### config.mk
export PLATFORM = sky130hd
export DESIGN_NAME = rns_ntt_sequencer_flat
export DESIGN_NICKNAME = d
export VERILOG_FILES = /design/src/rtl/rns_ntt_sequencer_if.sv /design/src/rtl/rns_ntt_sequencer.sv /design/src/flat_wrapper.sv
export SDC_FILE = /design/constraint.sdc
export NUM_CORES = 2
export LEC_CHECK = 0
export ABC_AREA = 1
export CORE_MARGIN = 3
export CORE_UTILIZATION = 35
export DETAILED_ROUTE_END_ITERATION = 16
export PLACE_DENSITY_LB_ADDON = 0.2
export SLEW_MARGIN = 20
export SYNTH_ARGS = -nofsm -noshare
export SYNTH_HDL_FRONTEND = slang
export SYNTH_SLANG_ARGS = --single-unit
### constraint.sdc
create_clock -name clk -period 2.6 [get_ports clk]
set_clock_uncertainty 0.15 [all_clocks]
set_input_delay 0.52 -clock clk [delete_from_list [all_inputs] [get_ports clk]]
set_output_delay 0.52 -clock clk [all_outputs]
set_load 0.01 [all_outputs]
### src/rtl/rns_ntt_sequencer_if.sv
// Job and engine handshake bundle for rns_ntt_sequencer.
//   slave  : sequencer view (takes jobs, drives the NTT engine).
//   master : environment view (job issuer plus engine).
// Job side   : job_valid/job_ready handshake, job_base, job_stride, job_limbs, job_mode.
// Engine side: eng_start/eng_done four-phase handshake, eng_mode, eng_addr, eng_q, eng_mu,
//              eng_n_inv.
interface rns_ntt_sequencer_if #(
    parameter int unsigned LIMB_LOG = 3
);
    logic              job_valid;
    logic              job_ready;
    logic [63:0]       job_base;
    logic [63:0]       job_stride;
    logic [LIMB_LOG:0] job_limbs;
    logic              job_mode;

    logic              eng_start;
    logic              eng_done;
    logic              eng_mode;
    logic [63:0]       eng_addr;
    logic [63:0]       eng_q;
    logic [63:0]       eng_mu;
    logic [63:0]       eng_n_inv;

    modport slave (
        input  job_valid, job_base, job_stride, job_limbs, job_mode, eng_done,
        output job_ready, eng_start, eng_mode, eng_addr, eng_q, eng_mu, eng_n_inv
    );

    modport master (
        output job_valid, job_base, job_stride, job_limbs, job_mode, eng_done,
        input  job_ready, eng_start, eng_mode, eng_addr, eng_q, eng_mu, eng_n_inv
    );
endinterface

### src/rtl/rns_ntt_sequencer.sv
// RNS NTT limb sequencer: walks the limbs of one job, handing the NTT engine the DMA address
// and the per-limb modulus constants, one four-phase start/done transaction per limb.
// Optional build macro NTT_SEQ_TIMEOUT_EN adds a watchdog that aborts a stalled job and sets err.
// Ports:
//   clk, rst_n                       : clock, asynchronous active-low reset
//   tbl_we, tbl_idx, tbl_q, tbl_mu,
//   tbl_n_inv                        : parameter-table write port (not cleared by reset)
//   bus (rns_ntt_sequencer_if.slave) : job handshake and engine handshake
//   busy, limb_idx, job_done, err    : status; job_done is a one-cycle pulse
module rns_ntt_sequencer #(
    parameter int unsigned MAX_LIMBS = 8,
    parameter int unsigned LIMB_LOG  = 3,
    parameter int unsigned TIMEOUT   = 65536
) (
    input  logic                  clk,
    input  logic                  rst_n,
    input  logic                  tbl_we,
    input  logic [LIMB_LOG-1:0]   tbl_idx,
    input  logic [63:0]           tbl_q,
    input  logic [63:0]           tbl_mu,
    input  logic [63:0]           tbl_n_inv,
    rns_ntt_sequencer_if.slave    bus,
    output logic                  busy,
    output logic [LIMB_LOG-1:0]   limb_idx,
    output logic                  job_done,
    output logic                  err
);
    typedef enum logic [1:0] {StIdle, StIssue, StRelease} state_e;

    localparam logic [LIMB_LOG:0] MaxLimbsW = MAX_LIMBS[LIMB_LOG:0];

    state_e            state_q;
    logic [LIMB_LOG:0] limbs_q;
    logic [63:0]       stride_q;

    logic [63:0] q_tbl   [MAX_LIMBS];
    logic [63:0] mu_tbl  [MAX_LIMBS];
    logic [63:0] ninv_tbl[MAX_LIMBS];

    logic [LIMB_LOG:0]   job_limbs_sat;
    logic [LIMB_LOG-1:0] next_idx;
    logic                last_limb;

    assign job_limbs_sat = (bus.job_limbs > MaxLimbsW) ? MaxLimbsW : bus.job_limbs;
    assign next_idx      = limb_idx + LIMB_LOG'(1);
    assign last_limb     = ({1'b0, limb_idx} == (limbs_q - (LIMB_LOG+1)'(1)));
    assign busy          = (state_q != StIdle);
    assign bus.job_ready = (state_q == StIdle);

    // No reset: table contents survive rst_n. Loads read the pre-edge value, so a write on
    // the load edge only shows up on later loads.
    always_ff @(posedge clk) begin
        if (tbl_we) begin
            q_tbl[tbl_idx]    <= tbl_q;
            mu_tbl[tbl_idx]   <= tbl_mu;
            ninv_tbl[tbl_idx] <= tbl_n_inv;
        end
    end

`ifdef NTT_SEQ_TIMEOUT_EN
    localparam int unsigned CntW = $clog2(TIMEOUT + 1);
    logic [CntW-1:0] cnt_q;
    logic            timeout_hit;
    // Fires on the edge at which the state has been held for TIMEOUT cycles.
    assign timeout_hit = (cnt_q == CntW'(TIMEOUT - 1));
`else
    logic unused_timeout;
    assign unused_timeout = ^TIMEOUT;
    assign err = 1'b0;
`endif

    always_ff @(posedge clk or negedge rst_n) begin
        if (!rst_n) begin
            state_q       <= StIdle;
            limbs_q       <= '0;
            stride_q      <= '0;
            limb_idx      <= '0;
            job_done      <= 1'b0;
            bus.eng_start <= 1'b0;
            bus.eng_mode  <= 1'b0;
            bus.eng_addr  <= '0;
            bus.eng_q     <= '0;
            bus.eng_mu    <= '0;
            bus.eng_n_inv <= '0;
`ifdef NTT_SEQ_TIMEOUT_EN
            cnt_q         <= '0;
            err           <= 1'b0;
`endif
        end else begin
            job_done <= 1'b0;
            case (state_q)
                StIdle: begin
                    if (bus.job_valid) begin
                        stride_q     <= bus.job_stride;
                        limbs_q      <= job_limbs_sat;
                        limb_idx     <= '0;
                        bus.eng_mode <= bus.job_mode;
                        bus.eng_addr <= bus.job_base;
`ifdef NTT_SEQ_TIMEOUT_EN
                        err          <= 1'b0;
                        cnt_q        <= '0;
`endif
                        if (job_limbs_sat == '0) begin
                            // Empty job completes without touching the engine.
                            job_done <= 1'b1;
                        end else begin
                            bus.eng_start <= 1'b1;
                            bus.eng_q     <= q_tbl[0];
                            bus.eng_mu    <= mu_tbl[0];
                            bus.eng_n_inv <= ninv_tbl[0];
                            state_q       <= StIssue;
                        end
                    end
                end
                StIssue: begin
                    if (bus.eng_done) begin
                        bus.eng_start <= 1'b0;
                        state_q       <= StRelease;
`ifdef NTT_SEQ_TIMEOUT_EN
                        cnt_q         <= '0;
                    end else if (timeout_hit) begin
                        bus.eng_start <= 1'b0;
                        state_q       <= StIdle;
                        job_done      <= 1'b1;
                        err           <= 1'b1;
                    end else begin
                        cnt_q <= cnt_q + CntW'(1);
`endif
                    end
                end
                StRelease: begin
                    if (!bus.eng_done) begin
                        if (last_limb) begin
                            state_q  <= StIdle;
                            job_done <= 1'b1;
                        end else begin
                            limb_idx      <= next_idx;
                            bus.eng_addr  <= bus.eng_addr + stride_q;
                            bus.eng_q     <= q_tbl[next_idx];
                            bus.eng_mu    <= mu_tbl[next_idx];
                            bus.eng_n_inv <= ninv_tbl[next_idx];
                            bus.eng_start <= 1'b1;
                            state_q       <= StIssue;
`ifdef NTT_SEQ_TIMEOUT_EN
                            cnt_q         <= '0;
`endif
                        end
`ifdef NTT_SEQ_TIMEOUT_EN
                    end else if (timeout_hit) begin
                        state_q  <= StIdle;
                        job_done <= 1'b1;
                        err      <= 1'b1;
                    end else begin
                        cnt_q <= cnt_q + CntW'(1);
`endif
                    end
                end
                default: state_q <= StIdle;
            endcase
        end
    end
endmodule

### src/flat_wrapper.sv
// flat-port wrapper written by rule: the top's interface ports become plain ports
module rns_ntt_sequencer_flat 
#(
    parameter int unsigned MAX_LIMBS = 8,
    parameter int unsigned LIMB_LOG  = 3,
    parameter int unsigned TIMEOUT   = 65536
)
  (clk, rst_n, tbl_we, tbl_idx, tbl_q, tbl_mu, tbl_n_inv, busy, limb_idx, job_done, err, bus_job_valid, bus_job_base, bus_job_stride, bus_job_limbs, bus_job_mode, bus_eng_done, bus_job_ready, bus_eng_start, bus_eng_mode, bus_eng_addr, bus_eng_q, bus_eng_mu, bus_eng_n_inv);
  rns_ntt_sequencer_if #(.LIMB_LOG(LIMB_LOG)) bus_i ();
  input  logic clk;
  input  logic rst_n;
  input  logic tbl_we;
  input  logic [LIMB_LOG-1:0] tbl_idx;
  input  logic [63:0] tbl_q;
  input  logic [63:0] tbl_mu;
  input  logic [63:0] tbl_n_inv;
  output logic busy;
  output logic [LIMB_LOG-1:0] limb_idx;
  output logic job_done;
  output logic err;
  input wire logic [$bits(bus_i.job_valid)-1:0] bus_job_valid;
  input wire logic [$bits(bus_i.job_base)-1:0] bus_job_base;
  input wire logic [$bits(bus_i.job_stride)-1:0] bus_job_stride;
  input wire logic [$bits(bus_i.job_limbs)-1:0] bus_job_limbs;
  input wire logic [$bits(bus_i.job_mode)-1:0] bus_job_mode;
  input wire logic [$bits(bus_i.eng_done)-1:0] bus_eng_done;
  output wire logic [$bits(bus_i.job_ready)-1:0] bus_job_ready;
  output wire logic [$bits(bus_i.eng_start)-1:0] bus_eng_start;
  output wire logic [$bits(bus_i.eng_mode)-1:0] bus_eng_mode;
  output wire logic [$bits(bus_i.eng_addr)-1:0] bus_eng_addr;
  output wire logic [$bits(bus_i.eng_q)-1:0] bus_eng_q;
  output wire logic [$bits(bus_i.eng_mu)-1:0] bus_eng_mu;
  output wire logic [$bits(bus_i.eng_n_inv)-1:0] bus_eng_n_inv;
  assign bus_i.job_valid = bus_job_valid;
  assign bus_i.job_base = bus_job_base;
  assign bus_i.job_stride = bus_job_stride;
  assign bus_i.job_limbs = bus_job_limbs;
  assign bus_i.job_mode = bus_job_mode;
  assign bus_i.eng_done = bus_eng_done;
  assign bus_job_ready = bus_i.job_ready;
  assign bus_eng_start = bus_i.eng_start;
  assign bus_eng_mode = bus_i.eng_mode;
  assign bus_eng_addr = bus_i.eng_addr;
  assign bus_eng_q = bus_i.eng_q;
  assign bus_eng_mu = bus_i.eng_mu;
  assign bus_eng_n_inv = bus_i.eng_n_inv;
  rns_ntt_sequencer #(.MAX_LIMBS(MAX_LIMBS), .LIMB_LOG(LIMB_LOG), .TIMEOUT(TIMEOUT)) u_core (.clk(clk), .rst_n(rst_n), .tbl_we(tbl_we), .tbl_idx(tbl_idx), .tbl_q(tbl_q), .tbl_mu(tbl_mu), .tbl_n_inv(tbl_n_inv), .bus(bus_i), .busy(busy), .limb_idx(limb_idx), .job_done(job_done), .err(err));
endmodule
==> out/qor.txt <==
global-route wire length before repair - 371300 um
PortBufs - 596
min-delay worst type - in2reg
Final #Nets - 8657
clock-pin slew on the worst setup and hold paths - 0.06 ns
row cnt - 173
max-capacitance violation count - 0
via count of the routed design - 57910
num ports - 598
Startpoint Class - flip-flop
die height - 479.9 um
max-slew violations - 0
H-tree levels - 4
Worst Path Max Fanout - 42
hold_sp - bus_job_stride[53]
worst setup path class - reg2reg
final std cells w/o fill - 11430
total length of routed wires - 252100 um
layout cells sized above 1 - 10.76%
GRT Util Overall - 21.29%
Worst Slack Setup Final - 0.06368 ns
worst path arrival time - 3.17 ns
fmax - 0.3943 GHz
placed insts - 10990
CTS Sinks - 1868
DR vias/cell - 5.065
vias in the first global route - 56150
hpwl dp - 165400 um
ANT nets after route - 0
P_leak - 38.73 nW
Post-DP Area - 91930 sq um
Synth Net Count - 7787
sequential area share after synthesis - 69.26%
syn_area_per_cell - 10.64 sq um
overall power - 110.8 mW
unique cell type count in the Yosys netlist - 37
Period Utilization, post-route - 97.55%
final number of setup-violating endpoints - 0
drt pass-1 iters - 6
Worst EP required - 3.23 ns
top post-synthesis cells by count - nand2_1, edfxtp_1, nor2_1
worst r2r src - u_core.limbs_q[0]
CP Capture Type - flip-flop
Initial Util - 35.29%
unrepaired setup endpoints after global routing - yes
Slew @ Worst Pin - 0.6772 ns
Synth area leader - edfxtp_1
Post-Synthesis Cells - 7388
Max stage delay on crit path - 0.41 ns
P&R area growth vs syn - 26.80%
PD cells - 1112 nW/um^2
number of enable flip-flop cells after synthesis - 1536
VDD IR-drop max - 0.0006497 V
fin crit period - 2.536 ns
top post-synthesis cells by area - edfxtp_1, dfrtp_1, nand2_1
CTS tree - done
mapped cell area - 78600 sq um
CP max-delay cell - nor2_1
CTS max path bufs - 3
Core Region - 222700 sq um
CP startpoint - u_core.limbs_q[0]
Yosys warnings - 0
status - complete, no violations
DR iter-0 viols - 5201
pre-CTS setup slack - -0.1526 ns
Fill cells - 20540
critical path, cell by cell - inv_1, ha_1, xor2_1, nand4_1, nand2_2, buf_12, buf_12, nor2_1, nand2_1, nand2_1
Worst slew margin - 54.86%
DR WL/cell - 22.04 um
Final Hold Viols - 0
die footprint - 230300 sq um
Root Buffer - clkbuf_16
Async SR Flop Fraction - 17.77%
CTS buffer count - 200
Clock Latency Late Sink - 0.88 ns
Final Wtd Congestion - 0.9290
finished layout cell area - 99660 sq um
most common cell in the netlist - nand2_1
Synth top area share - 58.69%
DRC - 0
gr ovfl total - 0
ys flop type - edfxtp_1
synthesized flop and latch total - 1868
initial antenna violation count - 41
Die Wd - 479.9 um
largest net degree at the start of global routing - 127
==> final cells by class <==
cell class	count	area (sq um)	area share, %
diodes	23	57.56	0.05775
clock buffers	270	5627	5.646
clock inverters	110	1289	1.293
inverters	344	1378	1.382
multi-input cells	4773	21710	21.79
flip-flops and latches	1868	54460	54.65
well taps	2975	3722	3.735
repair buffers	1071	11410	11.45
==> logic make-up (layout without fill, tap and decap cells) <==
family | after synthesis | after routing | share of synthesized area [%]
simple gates | 3393 | 3393 | 16.73
flops | 1868 | 1868 | 69.26
compound gates | 1281 | 1281 | 8.815
buf+inv | 747 | 1795 | 3.773
fa+ha+maj | 66 | 66 | 1.060
xor+xnor | 32 | 32 | 0.3566
other cells | 1 | 24 | 0.004771
==> critical path, delay by kind of cell, from the launching register on <==
family	cells	cell delay [ns]
XOR/XNOR	1	0.16
adder cells (fa/ha/maj)	1	0.26
buffers and inverters	3	0.51
flip-flops	1	0.37
AND/OR/NAND/NOR	5	0.91
==> sequential cells by signal, summed over array words and instances, names as in the netlist <==
name,cells
u_core.limb_idx,3
u_core.q_tbl,512
u_core.state_q,2
u_core.bus.eng_q,64
u_core.bus.eng_mu,64
u_core.job_done,1
u_core.mu_tbl,512
u_core.bus.eng_addr,64
u_core.bus.eng_n_inv,64
u_core.limbs_q,4
u_core.stride_q,64
u_core.bus.eng_mode,1
u_core.bus.eng_start,1
u_core.ninv_tbl,512
==> layer usage <==
layer / wire (um) / GRT usage [%]
met2: 115100 / 33.39
met5: 226 / 0
met3: 17740 / 4.277
met4: 5779 / 5.797
met1: 113200 / 30.08
==> path summary, 6_finish.rpt <==
check | to | slack [ns] | cells past startpoint
setup / recovery | u_core.bus.eng_addr[52] | 0.06 | 10
max in group asynchronous | u_core.bus.eng_q[21] | 1.00 | 5
hold reg to reg | u_core.bus.eng_mode | 0.32 | 2
min in group asynchronous | u_core.stride_q[45] | 0.53 | 3
hold / removal | u_core.stride_q[53] | 0.09 | 3
setup reg to reg | u_core.bus.eng_addr[52] | 0.06 | 10
==> where the power goes <==
part / total, mW / switching, mW / internal [mW]
combinational: 43.1 / 26.7 / 16.4
sequential: 38.2 / 2.26 / 35.9
clock: 29.5 / 12.4 / 17.1
total: 111 / 41.3 / 69.4
==> placed cells by master, fill, tap and decap left out, types with 9 or more instances in the layout <==
cell,n
a21oi_1,42
buf_12,138
buf_4,296
bufinv_16,18
clkbuf_1,42
clkbuf_16,209
clkbuf_8,21
clkdlybuf4s50_1,507
clkinv_1,19
clkinv_2,43
dfrtp_1,309
dfrtp_2,22
diode_2,23
dlygate4sd2_1,84
dlygate4sd3_1,30
edfxtp_1,1536
ha_1,45
ha_2,12
inv_1,331
nand2_1,2066
nand2_2,24
nand3_1,254
nand3_2,10
nand4_1,12
nor2_1,964
nor2_2,19
nor2_4,14
nor3_1,15
o21ai_0,817
o21ai_1,19
o22ai_1,382
xnor2_1,9
xor2_1,22
==> per-stage QoR <==
| stage | setup TNS (ns) | hold WS (ns) | util [%] |
|---|---|---|---|
| 2_1_floorplan | -2202.21 | 0.07441 | - |
| 3_3_place_gp | -5.989 | 0.3078 | 41.27 |
| 3_5_place_dp | -16.56 | 0.3093 | 41.27 |
| 4_1_cts | 0 | 0.0005019 | 44.52 |
| 5_1_grt | -0.1334 | 0.04082 | 44.73 |
| 6_report | 0 | 0.08792 | 44.74 |
==> repair_timing <==
action / 4_1_cts / 5_1_grt
endpoints found under the hold margin: 260 / 0
endpoints found under the setup margin: 105 / 116
buffers inserted: 6 / 1
cloned: 0 / 2
pin swaps: 1 / 5
hold buffers: 31 / 0
gates resized for setup: 120 / 93
(Power assumes the default switching activity.)
